[src/rtl/divisor_pkg.sv]
// Shared types and constants for the multi-channel clock divider.
// The output mode enum and channel-select width helper live here.
package divisor_pkg;

   typedef enum logic {
      MODE_TOGGLE = 1'b0,
      MODE_PULSE  = 1'b1
   } mode_t;

   localparam int DEFAULT_DIV_C = 50000;

   // Channel-select width: clog2 of the channel count, never below one bit.
   function automatic int CH_W(input int n);
      return (n <= 1) ? 1 : $clog2(n);
   endfunction

endpackage

[src/rtl/divisor_canal.sv]
// One divider channel: wrap counter, active/pending divisor, registered outputs.
// A pending divisor is applied only at a wrap or while disabled, so periods are never truncated.
module divisor_canal
   import divisor_pkg::*;
#(
   parameter int WIDTH       = 16,
   parameter int DEFAULT_DIV = DEFAULT_DIV_C
) (
   input  logic             clk_in,
   input  logic             reset,
   input  logic             enable,
   input  logic             mode,
   input  logic             wr,
   input  logic [WIDTH-1:0] wr_val,
   output logic             clk_out,
   output logic             tick
);

   localparam logic [WIDTH-1:0] DEF_DIV = WIDTH'(DEFAULT_DIV);

   logic [WIDTH-1:0] cnt;
   logic [WIDTH-1:0] div_q;
   logic [WIDTH-1:0] div_p;
   logic             pend;
   mode_t            mode_sel;
   logic             wrap;
   logic             apply;

   assign mode_sel = mode_t'(mode);
   assign wrap     = enable && (cnt == div_q);
   assign apply    = !enable || wrap;

   always_ff @(posedge clk_in) begin
      if (!reset) begin
         cnt     <= '0;
         div_q   <= DEF_DIV;
         div_p   <= DEF_DIV;
         pend    <= 1'b0;
         clk_out <= 1'b0;
         tick    <= 1'b0;
      end else begin
         if (!enable) begin
            cnt     <= '0;
            tick    <= 1'b0;
            clk_out <= (mode_sel == MODE_PULSE) ? 1'b0 : clk_out;
         end else if (wrap) begin
            cnt     <= '0;
            tick    <= 1'b1;
            clk_out <= (mode_sel == MODE_PULSE) ? 1'b1 : ~clk_out;
         end else begin
            cnt     <= cnt + 1'b1;
            tick    <= 1'b0;
            clk_out <= (mode_sel == MODE_PULSE) ? 1'b0 : clk_out;
         end

         if (apply) begin
            if (pend) begin
               div_q <= div_p;
            end
            pend <= 1'b0;
         end

         // A write landing on the apply cycle wins the pend flag and waits for the next wrap.
         if (wr) begin
            div_p <= wr_val;
            pend  <= 1'b1;
         end
      end
   end

endmodule

[src/rtl/divisor_reloj_multi.sv]
// N_CH independent programmable clock dividers sharing one divisor write port.
// The top decodes the write channel and returns a registered acknowledge.
module divisor_reloj_multi
   import divisor_pkg::*;
#(
   parameter int N_CH        = 4,
   parameter int WIDTH       = 16,
   parameter int DEFAULT_DIV = DEFAULT_DIV_C
) (
   input  logic                     clk_in,
   input  logic                     reset,
   input  logic [N_CH-1:0]          enable,
   input  logic [N_CH-1:0]          mode,
   input  logic                     div_wr,
   input  logic [CH_W(N_CH)-1:0]    div_ch,
   input  logic [WIDTH-1:0]         div_val,
   output logic                     div_ack,
   output logic [N_CH-1:0]          clk_out,
   output logic [N_CH-1:0]          tick
);

   localparam int CHW = CH_W(N_CH);

   // Write handshake: div_wr is a one-cycle request with no back-pressure; a write
   // addressing an existing channel is always taken and answered by div_ack one cycle later.
   logic wr_ok;

   assign wr_ok = div_wr && (int'(div_ch) < N_CH);

   always_ff @(posedge clk_in) begin
      if (!reset) begin
         div_ack <= 1'b0;
      end else begin
         div_ack <= wr_ok;
      end
   end

   for (genvar i = 0; i < N_CH; i++) begin : g_ch
      divisor_canal #(
         .WIDTH       (WIDTH),
         .DEFAULT_DIV (DEFAULT_DIV)
      ) u_canal (
         .clk_in  (clk_in),
         .reset   (reset),
         .enable  (enable[i]),
         .mode    (mode[i]),
         .wr      (wr_ok && (div_ch == CHW'(i))),
         .wr_val  (div_val),
         .clk_out (clk_out[i]),
         .tick    (tick[i])
      );
   end

endmodule

[config.mk]
export PLATFORM = sky130hd
export DESIGN_NAME = divisor_reloj_multi
export DESIGN_NICKNAME = d
export VERILOG_FILES = /design/src/rtl/divisor_pkg.sv /design/src/rtl/divisor_canal.sv /design/src/rtl/divisor_reloj_multi.sv
export SDC_FILE = /design/constraint.sdc
export NUM_CORES = 1
export LEC_CHECK = 0
export ABC_AREA = 1
export BUFFER_PORTS_ARGS = -buffer_cell sky130_fd_sc_hd__buf_2
export CAP_MARGIN = 20
export CORE_ASPECT_RATIO = 0.7
export CORE_MARGIN = 3
export CORE_UTILIZATION = 40
export DETAILED_ROUTE_END_ITERATION = 12
export GPL_TIMING_DRIVEN = 0
export HOLD_SLACK_MARGIN = 0.08
export PLACE_DENSITY = 0.59
export SYNTH_ARGS = -nofsm -noshare
export SYNTH_HDL_FRONTEND = slang
export SYNTH_SLANG_ARGS = --single-unit
[constraint.sdc]
create_clock -name clk_in -period 1.66 [get_ports clk_in]
set_input_delay 0 -clock clk_in [delete_from_list [all_inputs] [get_ports clk_in]]
set_output_delay 0 -clock clk_in [all_outputs]
set_load 0.02 [all_outputs]
==> results of run 1 <==
## placed cells by master (no fill, tap or decap), types with 5 or more instances in the layout
cell           count
a21oi_1           97
a21oi_2            6
buf_1              5
buf_2             43
buf_4             31
buf_6              9
clkbuf_1          24
clkbuf_16         23
dfxtp_1          137
dfxtp_2           53
dfxtp_4           15
dlygate4sd3_1     28
inv_1            160
inv_2             26
nand2_1          342
nand2_2           18
nand2_4            8
nand3_1          124
nand3_2           19
nand4_1            9
nor2_1           147
nor2_2            18
nor2_4            12
nor3_1            27
o21ai_0           49
xor2_1            23
## worst paths after layout
path | start | to | slack (ps)
max | g_ch[1].u_canal.pend | g_ch[1].u_canal.pend | 40
min | mode[0] | g_ch[0].u_canal.clk_out | 290
max reg2reg | g_ch[1].u_canal.pend | g_ch[1].u_canal.pend | 40
min reg2reg | g_ch[0].u_canal.cnt[0] | g_ch[0].u_canal.cnt[0] | 450
## stage by stage
stage	power (mW)	area (um2)	worst slack (ps)	std cells	hold WS, ps
after floorplan	5.70	9400	187	1377	93.5
after global placement	5.93	9980	-62.1	1726	243
after detailed placement	5.95	9980	-116	1726	250
after global routing	11.5	11800	-108	1819	286
final	11.1	11800	37.3	1819	289
after CTS	11.1	11000	-63.8	1791	268
## logic make-up (layout without fill, tap and decap cells)
logic type / after synthesis / in the layout / share of synthesized area
AO/OA/AOI/OAI: 155 / 155 / 0.0853
buffers and inverters: 243 / 372 / 0.109
AND/OR/NAND/NOR: 747 / 748 / 0.342
flip-flops: 205 / 205 / 0.437
adder cells (fa/ha/maj): 4 / 4 / 0.00532
XOR/XNOR: 23 / 23 / 0.0214
## where the power goes
| group | switching, mW | total [mW] | internal, mW |
|---|---|---|---|
| registers | 0.0812 | 5.12 | 5.04 |
| logic | 0.520 | 0.852 | 0.332 |
| clock network | 2.01 | 5.09 | 3.08 |
## per-layer routing
layer / routed length [um] / global-route usage
met3: 1160 / 0.0269
met5: 0 / 0
met1: 12700 / 0.282
met2: 9590 / 0.264
met4: 341 / 0.0304
## final cells by class
cell class | instances | area, um2 | area share
Multi-Input combinational cell | 930 | 4620 | 0.393
Timing Repair Buffer | 92 | 722 | 0.0614
Tap cell | 312 | 390 | 0.0332
Buffer | 55 | 343 | 0.0292
Sequential cell | 205 | 4230 | 0.360
Clock buffer | 25 | 571 | 0.0486
Inverter | 188 | 708 | 0.0603
Clock inverter | 12 | 171 | 0.0146
## flip-flops by register name, indices dropped and copies added (netlist names)
| name | cells |
|---|---|
| g_ch.u_canal.tick | 4 |
| g_ch.u_canal.clk_out | 4 |
| g_ch.u_canal.pend | 4 |
| g_ch.u_canal.div_p | 64 |
| g_ch.u_canal.div_q | 64 |
| g_ch.u_canal.cnt | 64 |
| div_ack | 1 |
## timing repair
action	CTS	global route
gates resized for setup	21	168
hold buffers	28	0
setup buffers	0	21
pin swaps	1	42
endpoints found under the setup margin	47	151
cloned	0	7
hold endpoints to repair	136	0
## critical path: stages (launching register included)
cell      delay (ps)
dfxtp_1          310
clkbuf_1         400
clkbuf_1         480
nand3_1          190
a21oi_1          170
==> metrics.md, run 1 <==
| Metric | Value |
|---|---|
| # port buffers | 37 |
| Initial antenna violation count | 0 |
| Initial Utilization | 0.411 |
| Fin crit share | 0.978 |
| Via density | between 4 and 5 |
| Worst EP required | around 2100 ps |
| Final max-slew violation count | 0 |
| TritonCTS clock tree | built |
| Post-Route WL | roughly 24000 um |
| Max Fclk | roughly 0.62 GHz |
| Unrepaired setup endpoints after global routing | true |
| Final hold violations | 0 |
| H-tree levels | 1 |
| Die outline area | approximately 25000 um2 |
| Synth Net Count | roughly 1400 |
| Clock Root Buffer | clkbuf_16 |
| Clk Latency, worst-skew pair | 500 ps |
| Hold Crit Class | in -> reg |
| Sum Neg Setup Slack | 0 ps |
| Area Overhead vs Synth | 25.0% |
| Seq/Total Area, Yosys | 0.437 |
| Count leader, synth | nand2_1 |
| Core area | around 23000 um2 |
| First-pass GRT wire length | around 38000 um |
| Period minus WS final | around 1600 ps |
| Post-synth ARST share | 0 |
| Via Count | 8755 |
| CTS buffer count | 21 |
| Number of global-route vias before repair | between 7000 and 8000 |
| Die Span X | between 150 and 200 um |
| Row Count | 46 |
| Core Util, Final | 0.514 |
| Dominant cells by area after synthesis | dfxtp_1, nand2_1, nand3_1 |
| Static Leak | 4.99 nW |
| Data arrival time of the critical path | slightly above 2000 ps |
| Hold depth | 4 |
| Top cells by instance count after synthesis | nand2_1, dfxtp_1, inv_1 |
| Worst-Margin Slew | about 650 ps |
| Synth Instances | 1377 |
| Largest net degree at the start of global routing | 16 |
| EDFF count, synth | 0 |
| Diode count | 0 |
| Power density over the cells | around 940 nW/um2 |
| TritonCTS Sinks | 205 |
| Pre-Repair DR Iteration Count | 4 |
| Clock Path Buffers | 3 |
| Distinct cells, synth | 31 |
| Final setup vio count | 0 |
| Leading area contributor after synthesis | dfxtp_1 |
| Synth Register Bits | ~210 |
| Post-route ant nets | 0 |
| Post-route DRC | 0 |
| Share of post-route cells with drive strength above 1 | 0.214 |
| Yosys warns | 0 |
| Synth top area share | 0.437 |
| DIE HEIGHT | around 130 um |
| Remaining Overflow, GRT | 0 |
| Fillers | between 2000 and 2500 |
| CTS clk-pin slew, worst paths | roughly 60 ps |
| DP Wirelength | between 15000 and 20000 um |
| GPL Wtd Cong | 0.819 |
| CP max FO | 10 |
| VDD IR max | between 0.0006 and 0.0007 V |
| Netlist Area Pre-Place | 9400 um2 |
| WS Path Type | reg -> reg |
| Status | finished clean |
| Avg Synthesized Cell Area | just under 7 um2 |
| R2r worst-path depth | 4 |
| IO Pins | 38 |
| Global Route Usage Sum | 0.180 |
| Worst Clk Skew | just over 9 ps |
| Crit path launch type | flip-flop |
| Rel. slew slack | 0.564 |
| Ys flop type | dfxtp_1 |
| Number of DRC markers in iteration 0 | 479 |
| Layout Nets | around 1500 |
| Maxcap violations | 0 |
| Drt wl/cell | between 10 and 15 um |
| Critical Path End Type | flip-flop |
Note: power is estimated with default switching activity, not from simulation.
==> run 2, diff against run 1 <==
Settings changed: CORE_UTILIZATION 40 to 48, PLACE_DENSITY 0.59 to 0.68.
==> metrics.md, run 2 (synthesized netlist as in run 1, its figures left out) <==
| Metric | Value |
|---|---|
| Die outline area | 21300 um2 |
| Rel. slew slack | 0.577 |
| CP max FO | 5 |
| Post-route ant nets | 0 |
| IO Pins | 38 |
| Placed cell count | roughly 1700 |
| Design area | ~12000 um2 |
| Psw | around 2.5 mW |
| Via density | just under 5 |
| CP peak stage delay | between 300 and 400 ps |
| Final std cells w/o fill | around 1800 |
| Clk Latency, worst-skew pair | a little over 500 ps |
| Static Leak | between 4 and 5 nW |
| Worst EP required | roughly 2100 ps |
| R2r worst-path depth | 12 |
| Data arrival time of the critical path | between 2000 and 2500 ps |
| Sum Neg Setup Slack | 0 ps |
| Via Count | 8723 |
| Initial Utilization | 0.493 |
| TritonCTS clock tree | built |
| Diode count | 0 |
| Hold Crit Class | in -> reg |
| Layout Nets | roughly 1500 |
| WS Path Type | reg -> reg |
| Fillers | 1799 |
| Register area | approximately 4200 um2 |
| Area Overhead vs Synth | 23.0% |
| Core Util, Final | 0.606 |
| Share of post-route cells with drive strength above 1 | 0.199 |
| Maxcap violations | 0 |
| Period minus WS final | 1620 ps |
| Worst-Margin Slew | approximately 630 ps |
| DIE HEIGHT | roughly 120 um |
| VDD IR max | 0.000879 V |
| WP depth | 12 |
| Post-route DRC | 0 |
| Pint | roughly 8.5 mW |
| Commonest cells after routing, fill and taps aside | nand2_1, inv_1, nor2_1 |
| Largest net degree at the start of global routing | 15 |
| Global Route Usage Sum | 0.207 |
| Comb pwr share | 0.075 |
| CTS buffer count | 21 |
| Final max-slew violation count | 0 |
| First-pass GRT wire length | around 37000 um |
| WP buf/inv | 2 |
| Final setup vio count | 0 |
| Hold depth | 4 |
| Largest registers | g_ch.u_canal.cnt x64, g_ch.u_canal.div_p x64, g_ch.u_canal.div_q x64 |
| H-tree levels | 1 |
| CTS clk-pin slew, worst paths | about 60 ps |
| Max Fclk | around 0.6 GHz |
| Clock Path Buffers | 3 |
| Sw frac | 0.231 |
| # port buffers | 37 |
| Critical Path End Type | flip-flop |
| Number of global-route vias before repair | between 7000 and 8000 |
| Clock Power Share | 0.460 |
| Crit-path slowest cell | dfxtp_4 |
| Cell Chain, Critical Path | nand2_1 -> inv_1 -> nor2_1 -> nor2_1 -> nand2_1 -> nor2_2 -> nand2_4 -> nand2_4 -> buf_6 -> nand3_1 -> nand2_1 -> nor2_1 |
| Status | finished clean |
| Drt wl/cell | ~13 um |
| Fin crit share | 0.974 |
| Row Count | 42 |
| Pre-Repair DR Iteration Count | 4 |
| Clock Root Buffer | clkbuf_16 |
| Commonest non-fill, non-tap cell in the layout | nand2_1 |
| Crit path launch type | flip-flop |
| Final hold violations | 0 |
| Sequential share of power | 0.465 |
| Post-Route WL | approximately 23000 um |
| Placement Cell Area | around 10000 um2 |
| Top Family by Delay on Critical Path | simple AND/OR/NAND/NOR gates |
| Worst Clk Skew | 10.7 ps |
| Remaining Overflow, GRT | 0 |
| TritonCTS Sinks | between 200 and 250 |
| Die Span X | between 150 and 200 um |
| Core area | 19100 um2 |
| Unrepaired setup endpoints after global routing | true |
| Initial antenna violation count | 0 |
| GPL Wtd Cong | about 0.9 |
| Power density over the cells | roughly 950 nW/um2 |
| Number of DRC markers in iteration 0 | about 540 |
| DP Wirelength | approximately 17000 um |
| Multi-input gate area | 4530 um2 |
run 2: area by class of cell:
class | count | share of cell area
Tap cell | 264 | 0.0286
Timing Repair Buffer | 85 | 0.0583
Clock inverter | 7 | 0.0101
Sequential cell | 205 | 0.366
Buffer | 55 | 0.0294
Clock buffer | 30 | 0.0544
Multi-Input combinational cell | 932 | 0.392
Inverter | 188 | 0.0610
run 2: repair_timing:
action / in CTS / in global routing
setup endpoints to repair: 49 / 132
gates cloned: 0 / 9
pin swaps: 1 / 33
hold endpoints to repair: 143 / 0
buffers inserted: 1 / 13
hold buffers: 28 / 0
resized for setup: 17 / 147
run 2: path summary, 6_finish.rpt:
check | slack [ps] | endpoint | from
hold / removal | 280 | g_ch[0].u_canal.clk_out | mode[0]
setup / recovery | 40 | g_ch[2].u_canal.div_q[13] | g_ch[2].u_canal.cnt[0]
hold reg to reg | 440 | g_ch[2].u_canal.cnt[0] | g_ch[2].u_canal.cnt[0]
setup reg to reg | 40 | g_ch[2].u_canal.div_q[13] | g_ch[2].u_canal.cnt[0]
run 2: power by group through the flow:
stage	Combinational, mW	Clock, mW	Sequential (mW)
2_1_floorplan	0.472	0	5.23
3_3_place_gp	0.675	0	5.24
3_5_place_dp	0.688	0	5.25
4_1_cts	0.746	5.18	5.14
5_1_grt	0.922	5.34	5.13
6_report	0.825	5.06	5.11
run 2: tightest hold or removal path, stage by stage:
cell and delay [ps]:
dlygate4sd3_1 520, buf_2 100, nor3_1 40, nor2_1 80
run 2: through the flow:
step	hold slack [ps]	setup slack [ps]	total power, mW
global placement	243	-42.7	5.92
CTS	259	1.56	11.1
detailed placement	249	-97.3	5.93
global route	305	-37.1	11.4
finish	278	42.8	11.0
floorplan	93.5	187	5.70
run 2: layer usage:
metal  up-vias  routed length (um)  global-route usage
li1       4542                   -                   -
met1      4007               12000               0.314
met2       149                9640               0.308
met3        25                1220              0.0347
met4         0                 357              0.0430
met5         -                   0                   0
==> run 3, diff against run 2 <==
Settings changed: CORE_UTILIZATION 48 to 45, PLACE_DENSITY 0.68 to 0.64.
==> metrics.md, run 3 (synthesized netlist as in run 1, its figures left out) <==
| Metric | Value |
|---|---|
| Post-route DRC | 0 |
| Worst EP required | 2050 ps |
| Total power | about 11 mW |
| Clk Latency, worst-skew pair | roughly 500 ps |
| GPL Wtd Cong | 0.820 |
| Area Overhead vs Synth | 22.8% |
| Crit-path slowest cell | dfxtp_2 |
| Placement Cell Area | approximately 10000 um2 |
| Commonest non-fill, non-tap cell in the layout | nand2_1 |
| Status | finished clean |
| TritonCTS clock tree | built |
| Die outline area | 22700 um2 |
| Row Count | between 40 and 50 |
| IO Pins | 38 |
| First-pass GRT wire length | 37000 um |
| Share of post-route cells with drive strength above 1 | 0.214 |
| VDD IR max | around 0.00065 V |
| WHS | roughly 280 ps |
| H-tree levels | 1 |
| Critical Path End Type | flip-flop |
| Largest registers | g_ch.u_canal.cnt x64, g_ch.u_canal.div_p x64, g_ch.u_canal.div_q x64 |
| Fillers | 1930 |
| Max Fclk | slightly above 0.6 GHz |
| Crit path launch type | flip-flop |
| Initial Utilization | 0.466 |
| Post-place setup slack | -85.7 ps |
| Post-route setup slack | around 14 ps |
| Final setup vio count | 0 |
| Diode count | 0 |
| Number of global-route vias before repair | about 7600 |
| Register area | roughly 4200 um2 |
| Final hold violations | 0 |
| TritonCTS Sinks | just over 200 |
| Via Count | 8679 |
| Unrepaired setup endpoints after global routing | true |
| Via density | between 4 and 5 |
| Data arrival time of the critical path | 2040 ps |
| Post-route ant nets | 0 |
| Final max-slew violation count | 0 |
| Number of DRC markers in iteration 0 | around 540 |
| Worst-Margin Slew | 606 ps |
| # port buffers | 37 |
| Maxcap violations | 0 |
| Cell Chain, Critical Path | nand2_1 -> inv_1 -> nor2_1 -> nor2_1 -> nand2_1 -> nor2_2 -> nand2_2 -> nand2_4 -> buf_8 -> nand3_1 -> nand2_1 -> nor2_1 |
| Worst Clk Skew | roughly 7.7 ps |
| Clock Path Buffers | 3 |
| Drt wl/cell | between 10 and 15 um |
| Clock Root Buffer | clkbuf_16 |
| WS Path Type | reg -> reg |
| Initial antenna violation count | 0 |
| Layout Nets | roughly 1500 |
| Core Util, Final | 0.572 |
| Pre-Repair DR Iteration Count | 5 |
| CTS clk-pin slew, worst paths | 60 ps |
| Remaining Overflow, GRT | 0 |
| Die Span X | between 150 and 200 um |
| CTS buffer count | 21 |
| Power density over the cells | 921 nW/um2 |
| Hold Crit Class | in -> reg |
| DP Wirelength | around 17000 um |
| Placed cell count | approximately 1700 |
| Core area | 20200 um2 |
| Design area | ~12000 um2 |
| Period minus WS final | about 1600 ps |
| CP max FO | 10 |
| Final std cells w/o fill | roughly 1800 |
| Static Leak | about 4.9 nW |
| Fin crit share | 0.991 |
| CP peak stage delay | between 300 and 400 ps |
| Multi-input gate area | between 4000 and 5000 um2 |
| Global Route Usage Sum | 0.198 |
| Commonest cells after routing, fill and taps aside | nand2_1, inv_1, nor2_1 |
| Rel. slew slack | 0.596 |
| Sum Neg Setup Slack | 0 ps |
| Largest net degree at the start of global routing | 14 |
| Post-Route WL | ~23000 um |
| DIE HEIGHT | ~130 um |
-- run 3: path summary, 6_finish.rpt --
check	startpoint	end	slack, ps	cells after the start
setup / recovery	g_ch[1].u_canal.cnt[1]	g_ch[1].u_canal.div_q[12]	10	12
hold / removal	mode[0]	g_ch[0].u_canal.clk_out	280	4
setup reg to reg	g_ch[1].u_canal.cnt[1]	g_ch[1].u_canal.div_q[12]	10	12
hold reg to reg	g_ch[2].u_canal.cnt[0]	g_ch[2].u_canal.cnt[0]	450	1
-- run 3: final cells by class --
cell class | count | area share
Sequential cell | 205 | 0.367
Buffer | 54 | 0.0293
Timing Repair Buffer | 91 | 0.0609
Clock buffer | 32 | 0.0534
Clock inverter | 5 | 0.00466
Tap cell | 270 | 0.0293
Inverter | 188 | 0.0611
Multi-Input combinational cell | 930 | 0.394
-- run 3: power by group --
part	switching, mW	internal (mW)	leakage, nW
sequential	0.0868	5.04	1.70
clock	1.95	2.72	0.332
combinational	0.513	0.326	2.85
total	2.55	8.08	4.88
-- run 3: critical path, delay by kind of cell, from the launching register on --
kind | cells | cell delay (ps)
flops | 1 | 350
simple gates | 10 | 990
buf+inv | 2 | 190
-- run 3: routing by layer --
metal / up-vias / wire length, um / global-route usage
met5: - / 0 / 0
met4: 0 / 409 / 0.0343
met3: 29 / 1170 / 0.0257
met2: 160 / 9450 / 0.287
met1: 3946 / 12300 / 0.313
li1: 4544 / - / -
-- run 3: repair_timing --
| item | 4_1_cts | 5_1_grt |
|---|---|---|
| hold buffers | 28 | 0 |
| pin swaps | 1 | 42 |
| endpoints found under the setup margin | 33 | 139 |
| gates resized for setup | 12 | 166 |
| endpoints found under the hold margin | 140 | 0 |
| cloned | 0 | 6 |
| buffers inserted | 1 | 20 |
